$ cat config.mk
export PLATFORM = sky130hd
export DESIGN_NAME = store_commit_unit
export DESIGN_NICKNAME = d
export VERILOG_FILES = /design/src/rtl/store_commit_unit.sv
export SDC_FILE = /design/constraint.sdc
export NUM_CORES = 1
export LEC_CHECK = 0
export CORE_AREA = 2 2 235 237
export CTS_BUF_LIST = sky130_fd_sc_hd__clkbuf_8
export CTS_CLUSTER_SIZE = 24
export DETAILED_ROUTE_END_ITERATION = 7
export DIE_AREA = 0 0 237 239
export SLEW_MARGIN = 40
export SYNTH_ARGS = -nofsm -noshare
export SYNTH_HDL_FRONTEND = slang
export SYNTH_SLANG_ARGS = --single-unit
export TNS_END_PERCENT = 20
$ cat constraint.sdc
create_clock -name clk -period 2.25 [get_ports clk]
set_input_delay 0.3375 -clock clk [delete_from_list [all_inputs] [get_ports clk]]
set_output_delay 0.3375 -clock clk [all_outputs]
set_load 0.05 [all_outputs]
$ cat src/rtl/store_commit_unit.sv
// store_commit_unit: drains ROB-committed stores to memory in queue order, one write in flight.
// Optional STQ_COMMIT_TIMEOUT_EN: re-issue the request after TIMEOUT_CYCLES unacknowledged WAIT_ACK cycles.
module store_commit_unit #(
  parameter int STQ_SIZE       = 8,
  parameter int XLEN           = 32,
  parameter int TIMEOUT_CYCLES = 64
) (
  input  logic                        clk,
  input  logic                        reset,
  input  logic [STQ_SIZE-1:0]         stq_valid,
  input  logic [STQ_SIZE-1:0]         stq_rob_committed,
  input  logic [STQ_SIZE*XLEN-1:0]    stq_address,
  input  logic [STQ_SIZE*XLEN-1:0]    stq_data,
  output logic                        mem_req_valid,
  input  logic                        mem_req_ready,
  output logic [XLEN-1:0]             mem_req_address,
  output logic [XLEN-1:0]             mem_req_data,
  input  logic                        mem_resp_valid,
  output logic                        stq_commit_valid,
  output logic [$clog2(STQ_SIZE)-1:0] stq_commit_index,
  output logic [$clog2(STQ_SIZE)-1:0] commit_ptr,
  output logic                        busy,
  output logic                        timeout_error
);
  localparam int IW = $clog2(STQ_SIZE);
  typedef enum logic [1:0] {IDLE, REQ, WAIT_ACK, COMMIT} state_t;
  state_t state, state_nx;
  logic [IW-1:0]   idx_q;
  logic [XLEN-1:0] addr_q, data_q, head_addr, head_data;
  logic            eligible, to_hit;
  // only the head entry is ever considered, which keeps commits in program order
  assign eligible  = stq_valid[commit_ptr] && stq_rob_committed[commit_ptr];
  assign head_addr = stq_address[commit_ptr*XLEN +: XLEN];
  assign head_data = stq_data[commit_ptr*XLEN +: XLEN];
`ifdef STQ_COMMIT_TIMEOUT_EN
  localparam int CW = $clog2(TIMEOUT_CYCLES + 1);
  logic [CW-1:0] to_cnt;
  always_ff @(posedge clk or posedge reset)
    if (reset) to_cnt <= '0;
    else to_cnt <= (state == WAIT_ACK && !mem_resp_valid) ? to_cnt + 1'b1 : '0;
  // a response arriving on the limit cycle wins over the timeout
  assign to_hit = state == WAIT_ACK && !mem_resp_valid && to_cnt == CW'(TIMEOUT_CYCLES - 1);
`else
  assign to_hit = 1'b0;
`endif
  always_comb begin
    state_nx = state;
    unique case (state)
      IDLE:     state_nx = eligible ? REQ : IDLE;
      REQ:      state_nx = mem_req_ready ? WAIT_ACK : REQ;
      WAIT_ACK: state_nx = mem_resp_valid ? COMMIT : (to_hit ? REQ : WAIT_ACK);
      COMMIT:   state_nx = IDLE;
    endcase
  end
  always_ff @(posedge clk or posedge reset)
    if (reset) begin
      state      <= IDLE;
      commit_ptr <= '0;
      idx_q      <= '0;
      addr_q     <= '0;
      data_q     <= '0;
    end else begin
      state <= state_nx;
      if (state == IDLE && eligible) begin
        idx_q  <= commit_ptr;
        addr_q <= head_addr;
        data_q <= head_data;
      end
      if (state == COMMIT) commit_ptr <= commit_ptr + 1'b1;
    end
  assign mem_req_valid    = state == REQ;
  assign mem_req_address  = addr_q;
  assign mem_req_data     = data_q;
  assign stq_commit_valid = state == COMMIT;
  assign stq_commit_index = idx_q;
  assign busy             = state != IDLE;
  assign timeout_error    = to_hit;
endmodule

==> out/results.txt <==
Max-cap violations = 0
Mean Syn Cell Area = 16.6 um2
Initial antenna violation count = 0
Hpwl dp = 28,200 um
Drt pass-1 iters = 4
Commonest non-fill, non-tap cell in the layout = clkdlybuf4s50_1
Placed inst area = 0.0139 mm2
Worst Path Arrival = 2.39 ns
Req. time, crit path = 2.53 ns
DIE WIDTH = 237 um
Global-route wire length before repair = 47,500 um
Initial Utilization = 12.5%
Port Buffer Count = 604
Final antenna-violating net count = 0
Design area = 0.0141 mm2
Final min period = 2.11 ns
P_leak = 5.10 nW
Die H = 239 um
Crit end category = flop
Share of layout cells above drive strength 1 = 32.1%
Starting DRT DRC Count = 166
Htree depth = 3
Clk Latency, worst-skew pair = 0.41 ns
CP Launch Point = commit_ptr[0]$_DFFE_PP0P_
CTS sink cnt = 72
Area delta synth->final = 108%
Core area = 0.0543 mm2
Inserted Clock Buffers = 9
Pin count of the biggest net entering global routing = 39
Final hold vios = 0
Routed vias/inst = 3.84
Reg2Reg Launch Point = commit_ptr[0]$_DFFE_PP0P_
Net Count, Synth = 941
Grt ovf = 0
HP Class = primary input to async pin
Via count = 6,671
Longest Clk Path Bufs = 2
Root Buffer = clkbuf_8
Status = completed
Synth warn = 0
Commonest non-fill, non-tap cells in the layout = clkdlybuf4s50_1 (597), mux4_2 (130), mux2_2 (102)
Fmax = 475 MHz
Nets = 1,559
Num ports = 606
Rows = 86
Yosys reg bits = 72
Cell Pwr Density = 1130 mW/mm2
Slew margin rel. = 58.7%
RD Place Congestion = 0.893
CTS tree = built
RSZ-0062 raised after global routing = false
Startpoint types = flop
Worst vdd ir = 0.702 mV
Vias in the first global route = 7,749
Post-CTS setup buffers = 0
Cell area after synthesis = 0.00679 mm2
Unique cell type count in the Yosys netlist = 22
Critical path type = flop to flop
Final wirelength = 33,200 um
Total Die Area = 0.0566 mm2
Pre-CTS setup slack = -0.271 ns
Final setup viols = 0
Clock-pin slew on the worst setup and hold paths = 0.09 ns
Critical Path Fanout Max = 36
Total GRT Usage = 11.4%
Worst Max-Slew Pin Slew = 0.620 ns
Period utilisation layout = 93.6%
Slew Viols, Final = 0
Clock Skews = 0.00976 ns
Cells after synthesis = 408
Per-cell routed wire length = 19.1 um
DRC = 0
Seq/Total Area, Yosys = 26.5%
Final setup margin = 0.143 ns
worst max-delay path: stages, from the launching register on:
cell,delay (ns)
dfrtp_4,0.53
buf_12,0.17
mux4_2,0.34
o22ai_4,0.25
buf_12,0.25
mux2_2,0.37
through the flow:
stage	power (mW)	utilization, %	TNS [ns]	cells	hold WS [ns]
2_1_floorplan	10.8	-	0	408	0.454
3_3_place_gp	15.1	25.6	-14.23	1719	0.489
3_5_place_dp	15.1	25.6	-15.65	1719	0.493
4_1_cts	16.3	26.0	0	1735	0.374
5_1_grt	16.9	26.0	0	1735	0.437
6_report	15.9	26.0	0	1736	0.434
where the power goes:
part / leakage, nW / switching (mW) / internal, mW
clock network: 0.107 / 0.579 / 0.495
registers: 0.852 / 0.404 / 2.00
logic: 4.14 / 5.89 / 6.57
total: 5.10 / 6.88 / 9.07
final timing paths:
kind | end | slack (ns) | depth (start not counted)
worst max-delay path | mem_req_address[11]$_DFFE_PP0P_ | 0.14 | 5
worst min-delay path | mem_req_address[9]$_DFFE_PP0P_ | 0.43 | 3
worst max register to register | mem_req_address[11]$_DFFE_PP0P_ | 0.14 | 5
worst min register to register | mem_req_address[18]$_DFFE_PP0P_ | 0.51 | 1
max in group asynchronous | commit_ptr[1]$_DFFE_PP0P_ | 1.34 | 3
min in group clk | mem_req_address[18]$_DFFE_PP0P_ | 0.51 | 1
cells in the mapped netlist:
| master | count | area (um2) |
|---|---|---|
| conb_1 | 1 | 3.75 |
| buf_6 | 12 | 135 |
| a221o_1 | 1 | 10.0 |
| buf_1 | 5 | 18.8 |
| xnor2_1 | 2 | 17.5 |
| o2bb2a_1 | 1 | 10.0 |
| nand2_1 | 12 | 45.0 |
| o22ai_2 | 1 | 12.5 |
| ha_1 | 1 | 12.5 |
| mux2_2 | 102 | 1150 |
| nor2b_1 | 2 | 12.5 |
| buf_2 | 6 | 30.0 |
| inv_1 | 5 | 18.8 |
| buf_8 | 3 | 45.0 |
| clkbuf_1 | 15 | 56.3 |
| o21ai_0 | 1 | 5.00 |
| buf_4 | 4 | 30.0 |
| mux2_4 | 29 | 435 |
| dfrtp_1 | 72 | 1800 |
| a21o_1 | 1 | 7.51 |
| nor2_1 | 2 | 7.51 |
| mux4_2 | 130 | 2930 |
what timing repair did:
action                                  4_1_cts  5_1_grt
endpoints found under the setup margin        3        0
gates resized for setup                       3        0
hold buffers                                  0        0
layout make-up:
class | instances | area, um2
clock inverter | 7 | 56.3
tap | 704 | 881
sequential | 72 | 1810
multi-input combinational | 286 | 4660
clock buffer | 9 | 124
antenna | 1 | 2.50
fill | 5617 | 40200
inverter | 5 | 22.5
timing repair buffer | 652 | 6540
flip-flops by register name, indices dropped and copies added, names as in the netlist, named ones only:
register / flops
commit_ptr: 3
stq_commit_index: 3
mem_req_address: 32
state: 1
mem_req_data: 32
kinds of logic after synthesis:
logic type	count (synthesis)	share of synthesized area, %
multiplexers	261	66.4
flip-flops	72	26.5
buffers and inverters	50	4.92
AND/OR/NAND/NOR	16	0.958
AO/OA/AOI/OAI	5	0.663
XOR/XNOR	2	0.258
adder cells (fa/ha/maj)	1	0.184
other	1	0.0552
layer usage:
layer | GRT usage (%) | share of wire, % | routed length, um
met1 | 12.7 | 38 | 12600
met2 | 20.7 | 51 | 17000
met3 | 3.43 | 8.1 | 2680
met4 | 4.18 | 2.5 | 837
met5 | 0 | 0 | 0
No activity file was read; power rests on OpenSTA's default activity.
